`config.mk`:
```
export PLATFORM = sky130hd
export DESIGN_NAME = vga_sync_monitor
export DESIGN_NICKNAME = d
export VERILOG_FILES = /design/src/rtl/vga_timing_pkg.sv /design/src/rtl/sync_edge_det.sv /design/src/rtl/vga_sync_monitor.sv
export SDC_FILE = /design/constraint.sdc
export NUM_CORES = 1
export LEC_CHECK = 0
export ABC_AREA = 1
export CAP_MARGIN = 30
export CORE_ASPECT_RATIO = 1.1
export CORE_MARGIN = 1.5
export CORE_UTILIZATION = 38
export DETAILED_ROUTE_END_ITERATION = 8
export DONT_BUFFER_PORTS = 1
export PLACE_DENSITY = 0.54
export SYNTH_ARGS = -nofsm -noshare
export SYNTH_HDL_FRONTEND = slang
export SYNTH_SLANG_ARGS = --single-unit
export TNS_END_PERCENT = 100
```
`constraint.sdc`:
```
create_clock -name clk -period 7.94 [get_ports clk]
set_input_delay 1.191 -clock clk [delete_from_list [all_inputs] [get_ports clk]]
set_output_delay 1.191 -clock clk [all_outputs]
set_load 0.05 [all_outputs]
```
`src/rtl/vga_timing_pkg.sv`:
```
// Shared 640x480@60 timing defaults, monitor FSM encoding and debug error codes.
package vga_timing_pkg;

  localparam int unsigned H_ACTIVE_DEF    = 640;
  localparam int unsigned H_TOTAL_DEF     = 800;
  localparam int unsigned H_SYNC_DEF      = 96;
  localparam int unsigned H_BP_DEF        = 48;
  localparam int unsigned V_ACTIVE_DEF    = 480;
  localparam int unsigned V_TOTAL_DEF     = 525;
  localparam int unsigned V_SYNC_DEF      = 2;
  localparam int unsigned V_BP_DEF        = 33;
  localparam int unsigned LOCK_FRAMES_DEF = 2;

  typedef enum logic [1:0] {
    StSearch = 2'd0,
    StTrack  = 2'd1,
    StLocked = 2'd2
  } mon_state_e;

  // E1..E4, used as bit positions of the per-pixel error vector.
  typedef enum logic [1:0] {
    ErrLinePeriod  = 2'd0,
    ErrSyncWidth   = 2'd1,
    ErrFramePeriod = 2'd2,
    ErrTimeout     = 2'd3
  } err_code_e;

  function automatic logic [10:0] wrap_count(input logic [10:0] raw, input int unsigned offset,
                                             input int unsigned total);
    return 11'((32'(raw) + offset) % total);
  endfunction

endpackage

```
`src/rtl/sync_edge_det.sv`:
```
// Pixel-rate sync sampler with leading/trailing edge pulses relative to SYNC_POL.
module sync_edge_det #(
  parameter bit SYNC_POL = 1'b0
) (
  input  logic clk,
  input  logic rst,
  input  logic pix_en,
  input  logic sync_line,
  output logic lead,
  output logic trail
);

  logic samp_q;

  always_ff @(posedge clk) begin
    if (rst) begin
      samp_q <= ~SYNC_POL;
    end else if (pix_en) begin
      samp_q <= sync_line;
    end
  end

  assign lead  = pix_en && (sync_line != samp_q) && (sync_line == SYNC_POL);
  assign trail = pix_en && (sync_line != samp_q) && (sync_line != SYNC_POL);

endmodule

```
`src/rtl/vga_sync_monitor.sv`:
```
// VGA sync receiver: rebuilds coordinates from HS/VS edges and checks timing.
// Define VGA_MON_ERR_CNT_EN to build the saturating err_count counter.
module vga_sync_monitor
  import vga_timing_pkg::*;
#(
  parameter int unsigned H_ACTIVE    = H_ACTIVE_DEF,
  parameter int unsigned H_TOTAL     = H_TOTAL_DEF,
  parameter int unsigned H_SYNC      = H_SYNC_DEF,
  parameter int unsigned H_BP        = H_BP_DEF,
  parameter int unsigned V_ACTIVE    = V_ACTIVE_DEF,
  parameter int unsigned V_TOTAL     = V_TOTAL_DEF,
  parameter int unsigned V_SYNC      = V_SYNC_DEF,
  parameter int unsigned V_BP        = V_BP_DEF,
  parameter bit          SYNC_POL    = 1'b0,
  parameter int unsigned LOCK_FRAMES = LOCK_FRAMES_DEF
) (
  input  logic        clk,
  input  logic        rst,
  input  logic        pix_en,
  input  logic        HS,
  input  logic        VS,
  output logic [10:0] hcount,
  output logic [10:0] vcount,
  output logic        active,
  output logic        frame_start,
  output logic        locked,
  output logic        err,
  output logic [15:0] err_count
);

  localparam logic [10:0] RawMax     = 11'h7FF;
  localparam logic [10:0] HLast      = 11'(H_TOTAL - 1);
  localparam logic [10:0] HSyncLast  = 11'(H_SYNC - 1);
  localparam logic [10:0] TimeoutPre = 11'(2 * H_TOTAL - 2);
  localparam int unsigned HOffset    = H_TOTAL - H_SYNC - H_BP;
  localparam int unsigned VOffset    = V_TOTAL - V_SYNC - V_BP;

  mon_state_e  state_q;
  logic [7:0]  good_q;
  logic [10:0] hraw_q, vraw_q, hraw_d, vraw_d;
  logic [10:0] hcount_q, vcount_q, hcount_d, vcount_d;
  logic        h_ref_q, v_ref_q;
  logic        active_q, frame_start_q, locked_q, err_q;
  logic        hs_lead, hs_trail, vs_lead, vs_trail_unused;
  logic [11:0] lines;
  logic [3:0]  err_vec;
  logic        any_err, enter_locked, locked_d;

  sync_edge_det #(.SYNC_POL(SYNC_POL)) u_hs_edge (
    .clk      (clk),
    .rst      (rst),
    .pix_en   (pix_en),
    .sync_line(HS),
    .lead     (hs_lead),
    .trail    (hs_trail)
  );

  sync_edge_det #(.SYNC_POL(SYNC_POL)) u_vs_edge (
    .clk      (clk),
    .rst      (rst),
    .pix_en   (pix_en),
    .sync_line(VS),
    .lead     (vs_lead),
    .trail    (vs_trail_unused)
  );

  always_comb begin
    hraw_d = hraw_q;
    if (hs_lead) hraw_d = '0;
    else if (hraw_q != RawMax) hraw_d = hraw_q + 11'd1;

    vraw_d = vraw_q;
    if (vs_lead) vraw_d = '0;
    else if (hs_lead && (vraw_q != RawMax)) vraw_d = vraw_q + 11'd1;

    // An HS edge coinciding with the VS edge still closes the previous frame's last line.
    lines = {1'b0, vraw_q} + {11'd0, hs_lead};

    err_vec                 = '0;
    err_vec[ErrLinePeriod]  = hs_lead && h_ref_q && (hraw_q != HLast);
    err_vec[ErrSyncWidth]   = hs_trail && (hraw_q != HSyncLast);
    err_vec[ErrFramePeriod] = vs_lead && v_ref_q && (32'(lines) != V_TOTAL);
    err_vec[ErrTimeout]     = pix_en && !hs_lead && !hs_trail && (hraw_q == TimeoutPre);
    any_err                 = |err_vec;

    enter_locked = (state_q == StTrack) && vs_lead && ((32'(good_q) + 32'd1) >= LOCK_FRAMES);
    locked_d     = !any_err && ((state_q == StLocked) || enter_locked);

    hcount_d = wrap_count(hraw_d, HOffset, H_TOTAL);
    vcount_d = wrap_count(vraw_d, VOffset, V_TOTAL);
  end

  always_ff @(posedge clk) begin
    if (rst) begin
      state_q       <= StSearch;
      good_q        <= '0;
      hraw_q        <= '0;
      vraw_q        <= '0;
      h_ref_q       <= 1'b0;
      v_ref_q       <= 1'b0;
      hcount_q      <= '0;
      vcount_q      <= '0;
      active_q      <= 1'b0;
      frame_start_q <= 1'b0;
      locked_q      <= 1'b0;
      err_q         <= 1'b0;
    end else begin
      err_q         <= 1'b0;
      frame_start_q <= 1'b0;
      if (pix_en) begin
        hraw_q        <= hraw_d;
        vraw_q        <= vraw_d;
        // Any error drops the timing reference, so the next edge only re-anchors.
        h_ref_q       <= !any_err && (h_ref_q || hs_lead);
        v_ref_q       <= !any_err && (v_ref_q || vs_lead);
        hcount_q      <= hcount_d;
        vcount_q      <= vcount_d;
        err_q         <= any_err;
        frame_start_q <= (hcount_d == 11'd0) && (vcount_d == 11'd0);
        locked_q      <= locked_d;
        active_q      <= locked_d && (32'(hcount_d) < H_ACTIVE) && (32'(vcount_d) < V_ACTIVE);
        unique case (state_q)
          StSearch: begin
            if (!any_err && vs_lead) begin
              state_q <= StTrack;
              good_q  <= '0;
            end
          end
          StTrack: begin
            if (any_err) state_q <= StSearch;
            else if (enter_locked) state_q <= StLocked;
            else if (vs_lead) good_q <= good_q + 8'd1;
          end
          StLocked: begin
            if (any_err) state_q <= StSearch;
          end
          default: state_q <= StSearch;
        endcase
      end
    end
  end

  assign hcount      = hcount_q;
  assign vcount      = vcount_q;
  assign active      = active_q;
  assign frame_start = frame_start_q;
  assign locked      = locked_q;
  assign err         = err_q;

`ifdef VGA_MON_ERR_CNT_EN
  logic [15:0] err_cnt_q;

  always_ff @(posedge clk) begin
    if (rst) begin
      err_cnt_q <= '0;
    end else if (any_err && (err_cnt_q != 16'hFFFF)) begin
      err_cnt_q <= err_cnt_q + 16'd1;
    end
  end

  assign err_count = err_cnt_q;
`else
  assign err_count = '0;
`endif

endmodule

```
---- Word-level counts from Yosys, hierarchy flattened ----
Cells that the tools add are included.
Widths: inputs -> output; s select.
cells by class
  $add $sub $neg .......................... 7
  divide/modulo/power cells ............... 2
  magnitude comparators ................... 3
  equality and inequality tests ........... 16
  multiplexer cells ....................... 14
  bitwise logic cells ..................... 3
  reductions and logical operators ........ 37
operator list
  cell                    count
  $mod 32x10->32 const B  2
  $mux 11                 4
  $mux 8                  4
  $logic_and 1x1->1       23
  $add 11x1->11 const B   2
  $logic_not 11->1        2
  $ne 11x11->1 const B    2
  $pmux 8 s2              1
  $add 11x1->12           1
  $add 11x10->12 const B  1
  $add 11x9->12 const B   1
  $ne 12x10->1 const B    1
  $eq 11x11->1 const B    1
  $lt 11x10->1 const B    1
  $lt 11x9->1 const B     1
  $ne 11x10->1 const B    1
  $ne 11x7->1 const B     1
  $ne 2x2->1 const B      5
  $add 8x1->9 const B     1
  $ge 9x2->1 const B      1
  $add 8x1->8 const B     1
  $mux 2                  4
  $pmux 2 s3              1
  $reduce_and 6->1        1
  other kinds (12)        19
word-level totals
  register bits after elaboration ......... 62
  input bits .............................. 5
  output and inout bits ................... 42
  logic and storage cells ................. 96

---- Logic depth before layout (Yosys ltp) ----
Gate-level depths: netlist of the first run.
  word-level depth ........................ 12
  depth in mapped cells ................... 47

---- By module ----
From an unflattened synthesis of the first run, not the netlist that was laid out.
second synthesis, totals
  cells, all modules ...................... 921
  area, all modules ....................... 5640.4 µm²
modules (own cells, without submodules)
  module            times used  cells each  area each (µm²)  seq. area each (µm²)
  vga_sync_monitor  1           901         5530.3           1141.1
  sync_edge_det     2           10          55.1             20.0

---- Worst setup path after synthesis of the first run ----
No wires, ideal clock.
  path kind ............................... input -> register
  start ................................... input pix_en
  end ..................................... register vcount_q[4], in the netlist vcount[4]
  data arrival time ....................... 5296 ps
  path slack .............................. 2528 ps
  stages .................................. 40
  path through ............................ inv_2 > nor3_2 > nand2_2 > buf_6 > nor2_2 > nor2_4 > ha_1 > inv_1 > nand2_1 > nand2_2 > nand3_1 > nand2_1 > nand2_1 > inv_2 > nand2_1 > nor2_1 > nand3_1 > ha_1 > [4 not listed] > nor2_4 > nor2_8 > nand2_8 > buf_8 > nand2_1 > nand2_1 > inv_1 > ha_1 > inv_1 > nand2_2 > nand3_2 > nand2_2 > nand2_2 > buf_6 > nand2_1 > xor2_1 > o21ai_0 > inv_1
on the way
  word-level cells in the longest chain between the ends .. 7
  elaborated cells between the ends (all ways) .. 9
ends and longest elaborated chain
  item                             line                     RTL
  start, declared                  vga_sync_monitor.sv:19   input logic pix_en,
  $logic_and 1x1->1 (2 in series)  sync_edge_det.sv:23      assign lead = pix_en && (sync_line != samp_q) && (sync_line == SYNC_POL);
  $logic_and 1x1->1                vga_sync_monitor.sv:74   else if (hs_lead && (vraw_q != RawMax)) vraw_d = vraw_q + 11'd1;
  $mux 11                          vga_sync_monitor.sv:74
  $mux 11 *                        vga_sync_monitor.sv:73   if (vs_lead) vraw_d = '0;
  via vraw_d[1]                    vga_sync_monitor.sv:40   logic [10:0] hraw_q, vraw_q, hraw_d, vraw_d;
  $add 11x9->12 *                  vga_timing_pkg.sv:30     return 11'((32'(raw) + offset) % total);
  $mod 32x10->32 *                 vga_timing_pkg.sv:30
  end signal, assigned             vga_sync_monitor.sv:117  vcount_q <= vcount_d;
  end, declared                    vga_sync_monitor.sv:41   logic [10:0] hcount_q, vcount_q, hcount_d, vcount_d;
The timed path passes the listed nets; every way through them passes the cells marked *.
A chain may end at the register's enable or synchronous reset.

---- Worst setup path after layout of the first run ----
  start ................................... register hraw_q[1]
  end ..................................... register frame_start_q, in the netlist frame_start
on the way
  word-level cells in the longest chain between the ends .. 7
  elaborated cells between the ends (all ways) .. 8
ends and longest elaborated chain
  item                                                  line                     RTL
  start, declared                                       vga_sync_monitor.sv:40
  start signal, assigned                                vga_sync_monitor.sv:111  hraw_q <= hraw_d;
  $add 11x1->11 / $ne 11x11->1 (equally long branches)  vga_sync_monitor.sv:70   else if (hraw_q != RawMax) hraw_d = hraw_q + 11'd1;
  $mux 11 *                                             vga_sync_monitor.sv:70
  $mux 11 *                                             vga_sync_monitor.sv:69   if (hs_lead) hraw_d = '0;
  via hraw_d[4]                                         vga_sync_monitor.sv:40
  $add 11x10->12 *                                      vga_timing_pkg.sv:30
  $mod 32x10->32 *                                      vga_timing_pkg.sv:30
  $logic_not 11->1 *                                    vga_sync_monitor.sv:119  frame_start_q <= (hcount_d == 11'd0) && (vcount_d == 11'd0);
  $logic_and 1x1->1 *                                   vga_sync_monitor.sv:119
  end signal, assigned                                  vga_sync_monitor.sv:119
  end, declared                                         vga_sync_monitor.sv:43   logic active_q, frame_start_q, locked_q, err_q;
Marked as above.

==> impl_metrics.yaml, run 1 <==
grt:
  grt_start_max_net_pins: 49
  antenna_found_initial: 0
  overflow: 0
  grt_first_pass_wirelength_um: 22800
  grt_use_total: 0.181
  grt_pass1_vias: 4884
timing:
  setup_tns_ns: 0
  fmax_mhz: 166
  worstMarginPinSlew_ns: 0.702
  layout_min_cycle_time_ns: 6.04
  slew_headroom: 0.531
  finClkSkew_ns: 0.00633
  layout_worst_path_cycle_share: 0.761
  grt_setup_unrepaired: "false"
  slew_violations: 0
  hold_violations: 0
  setup_violations: 0
  hold_slack_ns: 0.482
logic_synthesis:
  synth_fa_ha_area_frac: 0.0407
  synth.avg_cell_area_um2: 6.04
  synthFlopType: "dfxtp_1"
  yosys-top-cells-area: "dfxtp_1 (21%), nand2_1 (17%), inv_1 (7.8%)"
  synth_cell_type_count: 53
  syn_area_mm2: 0.00553
  synth-edff-count: 0
  synth_xor_area_frac: 0.0457
  synth_mux_area_frac: 0
  synth_top_family_by_area: "simple AND/OR/NAND/NOR gates"
  synth_top_area_frac: 0.214
  yosys.area.top_type: "dfxtp_1"
  ys_ff_latch: 59
  synth-simple-area-share: 0.448
  synthCells: 915
  seq_area_frac_synth: 0.214
  ys_warn_count: 0
  synthArstFlopShare: 0
  synth_compound_area_frac: 0.115
layout:
  diodes: 0
  areaGrowthSynthToFinish_pct: 6.31
  nets: 926
  multi_input_comb_area_mm2: 0.00365
  seq_area_mm2: 0.00118
  drive_above_1_share: 0.108
  fill_cells: 1562
run:
  cap_violations: 0
cts:
  cts_hold_buf: 0
  cts-resized-gates: 0
  root_buffer: "clkbuf_16"
  cts-root-to-sink-buffers: 2
  cts_tree: "yes"
  cts_setup_buffers: 0
  cts.sinks: 59
  clk_latency_ns: 0.33
  clk_pin_slew_ns: 0.05
  cts_buffers: 9
  h-tree-depth: 3
floorplanning:
  die_h_um: 130
  io_pins: 47
  row_count: 46
  initial_core_util: 0.386
  die-area_mm2: 0.0153
  core-area_mm2: 0.0143
  die_w_um: 118
run_status:
  outcome: "complete, no violations"
setup_path:
  cp_max_fo: 9
  cp_common_cell: "nand2_1"
  cp_slowest_stage_delay_ns: 0.72
  crit_required_ns: 8.21
  path_class: "reg -> reg"
  critPathArrivalTime_ns: 6.31
  end_kind: "flip-flop"
  critPathSlowestCell: "dfxtp_1"
  cp-start-kind: "flip-flop"
detailed_routing:
  drc: 0
  route.detailed.vias_per_inst: 4.83
  wl_um: 13400
  via_count: 5304
  wl_per_cell_um: 12.2
  ant_nets: 0
  first_pass_iters: 4
  drtIter0Drc: 258
placed_design:
  hpwl_um: 10400
  port_buffers: 0
  place.gp.congestion: 0.864
power:
  powerDensity_mw_per_mm2: 180
  p_total_w: 0.00106
  leakage_nw: 2.86
  ir_drop_uv: 104
hold_path:
  hold_class: "reg -> reg"
## per-layer routing
metal  vias up  global-route usage  share of wire
met4         0              0.0524          0.013
met5         -                   0              0
li1       2868                   -              -
met1      2354               0.224           0.48
met2        69               0.325           0.48
met3        13              0.0290          0.026
## kinds of logic after synthesis
logic type,after synthesis
XOR/XNOR,28
AO/OA/AOI/OAI,109
buffers and inverters,172
adder cells (fa/ha/maj),18
flip-flops,59
AND/OR/NAND/NOR,528
other,1
## synth_stat cells, types with 3 or more instances
cell type  number
o21ai_0        45
nand2_2        26
xnor2_1         4
nand3_2         7
nor2_2          8
buf_4          21
ha_1           18
nand4_1        12
inv_1         115
a31oi_1         3
clkbuf_1       14
a21oi_2         3
o21ai_1         3
nand3b_1        3
o211ai_1        9
inv_2          13
nor4_1          4
nor3_1         24
clkinv_1        3
a21oi_1        30
nor2_1        100
o21ai_2         4
dfxtp_1        59
xor2_1         23
nand3_1        77
nand2_1       244
nor2_4          8
## final cells by class
type,instances,area share
timing repair buffer,2,0.00255
inverter,132,0.0847
sequential,59,0.201
clock inverter,2,0.00596
clock buffer,13,0.0443
tap,192,0.0409
multi-input combinational,699,0.621
## layout by cell type, fill, tap and decap left out, types with 4 or more instances in the layout
master,count
nand2_1,244
inv_1,115
nor2_1,100
nand3_1,77
dfxtp_1,59
o21ai_0,45
a21oi_1,30
nand2_2,26
nor3_1,24
xor2_1,23
ha_1,18
conb_1,16
inv_2,13
nand4_1,12
o211ai_1,9
clkbuf_16,9
nor2_4,8
nor2_2,8
nand3_2,7
xnor2_1,4
o21ai_2,4
nor4_1,4
## per-stage QoR
stage	cell area (µm²)	setup WS, ns	cells	utilization
after floorplan	5590	2.53	930	-
after global placement	5580	1.65	1084	0.390
after detailed placement	5580	1.62	1084	0.390
after CTS	5880	1.94	1099	0.410
after global routing	5880	1.06	1099	0.410
final	5880	1.90	1099	0.410
## state kept, by name, summed over array words and instances (netlist names), 2 cells and up
signal	count
good_q	8
vcount	11
state_q	2
hcount	8
hraw_q	11
vraw_q	11
## worst max-delay path, delay by kind of cell, from the launching register on
| kind | cells | cell delay, ns |
|---|---|---|
| DFF | 1 | 0.72 |
| AOI/OAI and AO/OA | 3 | 0.42 |
| adders and majority gates | 3 | 0.81 |
| xor gates and xnor gates | 1 | 0.32 |
| and+or+nand+nor | 25 | 3.28 |
| buffers and inverters | 5 | 0.42 |
## worst paths after layout
check	from	endpoint	slack, ns	cells past startpoint
max	hraw_q[1]	frame_start	1.90	37
min	u_vs_edge.samp_q	u_vs_edge.samp_q	0.48	2
max reg2reg	hraw_q[1]	frame_start	1.90	37
min reg2reg	u_vs_edge.samp_q	u_vs_edge.samp_q	0.48	2
## report_power, final
part / leakage (nW) / switching, W / internal, W
Sequential: 0.484 / 0.0000642 / 0.000316
Combinational: 2.23 / 0.000198 / 0.0000899
Clock: 0.146 / 0.000134 / 0.000258
Note: power is estimated with default switching activity, not from simulation.
==> run 2: changes to the inputs <==
==> constraint.sdc (replaced) <==
create_clock -name clk -period 6 [get_ports clk]
set_input_delay 0.9 -clock clk [delete_from_list [all_inputs] [get_ports clk]]
set_output_delay 0.9 -clock clk [all_outputs]
set_load 0.05 [all_outputs]
==> run 2 against run 1 <==
Effect of this change: final area rose by 3.1%; die area did not move; maximum frequency rose by 14%; critical path depth rose by 5; routed wire length rose by 2.5%; clock power rose by 52%; count of clock-buffer cells in the layout did not move; register-to-register slack got worse by 1.2 ns; clock skew barely moved; first-iteration DRC count rose by 20%; largest cell class unchanged.
==> impl_metrics.yaml, run 2 (same netlist as run 1, synthesis figures left out) <==
run_status:
  outcome: "complete, no violations"
setup_path:
  cp_common_cell: "nand2_1"
  cp-start-kind: "flip-flop"
  cp_max_fo: 16
  crit_required_ns: 6.23
  critPathTopFamily: "simple AND/OR/NAND/NOR gates"
  timing.critical_path.buf_inv: 7
  critPathArrivalTime_ns: 5.55
  cp_slowest_stage_delay_ns: 0.41
  end_kind: "flip-flop"
  critPathSlowestCell: "dfxtp_2"
  path_class: "reg -> reg"
power:
  combPwrFrac: 0.267
  ir_drop_uv: 151
  p_clk_frac: 0.399
  switching_share: 0.359
  p_sw_w: 0.000534
  seq_power_share: 0.334
  leakage_nw: 2.94
  powerDensity_mw_per_mm2: 245
  p_int_w: 0.000952
grt:
  overflow: 0
  grt_start_max_net_pins: 49
  antenna_found_initial: 0
  grt_pass1_vias: 5026
  grt_use_total: 0.188
  grt_first_pass_wirelength_um: 23800
detailed_routing:
  wl_per_cell_um: 12.3
  via_count: 5370
  drc: 0
  first_pass_iters: 5
  ant_nets: 0
  wl_met1_um: 6510
  routed-wl-met3_um: 346
  wl_um: 13700
  drtIter0Drc: 309
  highest_layer: "met4"
  route.detailed.vias_per_inst: 4.84
  met2_length_um: 6620
layout:
  final_cell_mix: "nand2_1 (243), inv_1 (115), nor2_1 (99)"
  diodes: 0
  nets: 936
  areaGrowthSynthToFinish_pct: 9.57
  final_common_cell: "nand2_1"
  drive_above_1_share: 0.127
  fin_area_mm2: 0.00606
cts:
  clk_latency_ns: 0.33
  clk_pin_slew_ns: 0.05
  cts.sinks: 59
  cts_hold_buf: 0
  h-tree-depth: 3
  root_buffer: "clkbuf_16"
  cts_tree: "yes"
  cts_buffers: 9
  cts-root-to-sink-buffers: 2
floorplanning:
  die-area_mm2: 0.0153
  core-area_mm2: 0.0143
  die_w_um: 118
  row_count: 46
  initial_core_util: 0.386
  die_h_um: 130
  io_pins: 47
timing:
  setup_violations: 0
  slew_headroom: 0.609
  setup_tns_ns: 0
  layout_min_cycle_time_ns: 5.32
  grt_setup_unrepaired: "false"
  hold_violations: 0
  layout_worst_path_cycle_share: 0.886
  slew_violations: 0
  worstMarginPinSlew_ns: 0.586
  fmax_mhz: 188
  finClkSkew_ns: 0.00597
placed_design:
  port_buffers: 0
  place.gp.congestion: 0.868
  place_area_mm2: 0.00565
  hpwl_um: 10600
hold_path:
  hold_class: "reg -> reg"
run:
  cap_violations: 0
## run 2: cell count changes in the layout (fill, tap and decap cells not counted), sizes merged
cell	change
buf	+10
bufinv	+1
clkinv	-1
clkinvlp	+1
## run 2: layout make-up
class / instances / area [µm²]
clock buffers: 13 / 280
clock inverters: 3 / 67.6
fillers: 1544 / 8270
inverters: 132 / 498
multi-input cells: 699 / 3700
flip-flops and latches: 59 / 1180
well taps: 192 / 240
repair buffers: 12 / 90.1
## run 2: worst register-to-register path: cells and delay by family (launching register included)
| family | cells | cell delay, ns |
|---|---|---|
| simple gates | 30 | 3.17 |
| fa+ha+maj | 4 | 0.87 |
| buf+inv | 7 | 0.56 |
| flops | 1 | 0.41 |
| compound gates | 1 | 0.19 |
## run 2: path summary, 6_finish.rpt
path,startpoint,endpoint,slack (ns),depth (start not counted)
min,good_q[7],good_q[7],0.48,2
min reg2reg,good_q[7],good_q[7],0.48,2
max reg2reg,vraw_q[1],frame_start,0.68,42
max,vraw_q[1],frame_start,0.68,42
## run 2: what timing repair did
| action | in CTS | in global routing |
|---|---|---|
| setup buffers | 0 | 1 |
| setup endpoints to repair | 0 | 13 |
| gates resized for setup | 0 | 11 |
## run 2: power groups by stage
stage          clock (W)  combinational, W  sequential (W)
2_1_floorplan          0          0.000348        0.000496
3_3_place_gp           0          0.000396        0.000503
3_5_place_dp           0          0.000395        0.000503
4_1_cts         0.000604          0.000396        0.000495
5_1_grt         0.000621          0.000461        0.000499
6_report        0.000593          0.000397        0.000496
## run 2: routing by layer
layer  GRT usage  vias to the layer above
met5           0                        -
met4      0.0681                        0
met3      0.0282                       17
met2       0.335                       82
met1       0.231                     2384
li1            -                     2887
## run 2: per-stage QoR
step	setup slack, ns	util	instances	hold WS (ns)	power, W
4_1_cts	0.363	0.419	1109	0.486	0.00150
3_5_place_dp	0.241	0.394	1093	0.472	0.000898
2_1_floorplan	0.879	-	930	0.447	0.000845
6_report	0.683	0.423	1110	0.480	0.00149
3_3_place_gp	0.164	0.394	1093	0.469	0.000899
5_1_grt	0.0203	0.423	1110	0.517	0.00158
==> run 3: changes to the inputs <==
--- a/config.mk
+++ b/config.mk
@@ -8,11 +8,12 @@
 export ABC_AREA = 1
 export CAP_MARGIN = 30
 export CORE_ASPECT_RATIO = 1.1
-export CORE_MARGIN = 1.5
-export CORE_UTILIZATION = 38
+export CORE_MARGIN = 8
+export CORE_UTILIZATION = 66
 export DETAILED_ROUTE_END_ITERATION = 8
 export DONT_BUFFER_PORTS = 1
-export PLACE_DENSITY = 0.54
+export MAX_ROUTING_LAYER = met4
+export PLACE_DENSITY = 0.84
 export SYNTH_ARGS = -nofsm -noshare
 export SYNTH_HDL_FRONTEND = slang
 export SYNTH_SLANG_ARGS = --single-unit
==> run 3 against run 2 <==
Effect of this change: sequential share of layout area rose by 0.93 points; register-to-register slack lost 0.13 ns; critical path depth is 3 lower; sequential cell count unchanged; global-route usage grew 6.9 points; clock skew increased by 0.012 ns; largest cell class unchanged; power shrank 15%.
==> impl_metrics.yaml, run 3 (same netlist as run 1, synthesis figures left out) <==
hold_path:
  hold_end: "good_q[7]"
  min_from: "good_q[7]"
  hold_class: "reg -> reg"
  holdPathStages: 2
cts:
  root_buffer: "clkbuf_8"
  clk_pin_slew_ns: 0.08
  h-tree-depth: 3
  cts_hold_buf: 0
  cts_tree: "yes"
  cts-root-to-sink-buffers: 2
  cts_buffers: 9
  clk_latency_ns: 0.35
  cts.sinks: 59
timing:
  setup_slack_ns: 0.558
  setup_violations: 0
  finClkSkew_ns: 0.0178
  slew_violations: 0
  setup_tns_ns: 0
  slew_headroom: 0.577
  fmax_mhz: 184
  layout_min_cycle_time_ns: 5.44
  hold_violations: 0
  hold_slack_ns: 0.489
  worstMarginPinSlew_ns: 0.630
  layout_worst_path_cycle_share: 0.907
detailed_routing:
  via_count: 5718
  first_pass_iters: 5
  ant_nets: 0
  wl_um: 14100
  route.detailed.vias_per_inst: 5.56
  drtIter0Drc: 312
  drc: 0
  wl_per_cell_um: 13.7
layout:
  nets: 936
  diodes: 0
  final_common_cell: "nand2_1"
  final_cell_mix: "nand2_1 (242), inv_1 (115), nor2_1 (99)"
  areaGrowthSynthToFinish_pct: 4.93
  drive_above_1_share: 0.130
setup_path:
  crit_required_ns: 6.27
  timing.critical_path.buf_inv: 6
  cp_common_cell: "nand2_1"
  regToRegEndpoint: "frame_start"
  cp_max_fo: 9
  r2r_setup_slack_ns: 0.56
  end_kind: "flip-flop"
  critPathTopFamily: "simple AND/OR/NAND/NOR gates"
  cp-start-kind: "flip-flop"
  r2r-start: "hraw_q[0]"
  r2r_cells: 39
  cp_slowest_stage_delay_ns: 0.36
  critPathArrivalTime_ns: 5.72
  critPathSlowestCell: "dfxtp_1"
  path_class: "reg -> reg"
run:
  cap_violations: 0
floorplanning:
  initial_core_util: 0.668
  die_h_um: 112
  core-area_mm2: 0.00828
  die_w_um: 103
  die-area_mm2: 0.0116
  row_count: 35
  io_pins: 47
grt:
  grt_pass1_vias: 5498
  grt_first_pass_wirelength_um: 23900
  antenna_found_initial: 0
  grt_use_total: 0.257
  overflow: 0
  grt_start_max_net_pins: 49
power:
  powerDensity_mw_per_mm2: 218
  leakage_nw: 2.87
  p_total_w: 0.00127
  ir_drop_uv: 101
placed_design:
  place.gp.congestion: 0.952
  port_buffers: 0
  pre_cts_ws_ns: 0.163
  hpwl_um: 10900
run_status:
  outcome: "complete, no violations"
## run 3: stage by stage
| stage | std cells | cell area [µm²] | utilization |
|---|---|---|---|
| after global routing | 1029 | 5800 | 0.701 |
| after global placement | 1009 | 5530 | 0.668 |
| final | 1029 | 5800 | 0.701 |
| after floorplan | 930 | 5590 | - |
| after detailed placement | 1009 | 5530 | 0.668 |
| after CTS | 1025 | 5720 | 0.691 |
## run 3: worst max path at each step
stage,endpoint,slack (ns),from,depth (start not counted)
3_3_place_gp,frame_start,0.47,pix_en,38
5_1_grt,frame_start,-0.05,hraw_q[1],39
2_1_floorplan,vcount[4],0.88,pix_en,40
3_5_place_dp,active,0.16,vraw_q[0],43
6_report,frame_start,0.56,hraw_q[0],39
4_1_cts,frame_start,0.12,vraw_q[0],41
## run 3: repair_timing
item,4_1_cts,5_1_grt
endpoints found under the setup margin,0,17
setup buffers,0,4
resized for setup,0,13
## run 3: layout make-up
cell class	count	area [µm²]
multi-input cells	699	3700
fillers	750	2470
flip-flops and latches	59	1190
inverters	132	498
well taps	111	139
clock buffers	9	124
repair buffers	12	90.1
clock inverters	7	68.8
## run 3: layer usage
metal  global-route usage  routed length, µm
met5                    -                  0
met4                0.104                364
met3               0.0449                906
met2                0.443               6980
met1                0.281               5850
## run 3: power by group
part	switching [W]	internal [W]	leakage, nW	total [W]
combinational	0.000277	0.000125	2.29	0.000402
clock	0.000178	0.000190	0.0950	0.000368
sequential	0.0000802	0.000417	0.485	0.000497
total	0.000535	0.000732	2.87	0.00127
## run 3: worst register-to-register path: cells and delay by family, from the launching register on
family,cells,cell delay (ns)
and+or+nand+nor,26,3.04
DFF,1,0.36
buffers and inverters,6,0.61
xor gates and xnor gates,1,0.25
AOI/OAI and AO/OA,3,0.41
adders and majority gates,3,0.70
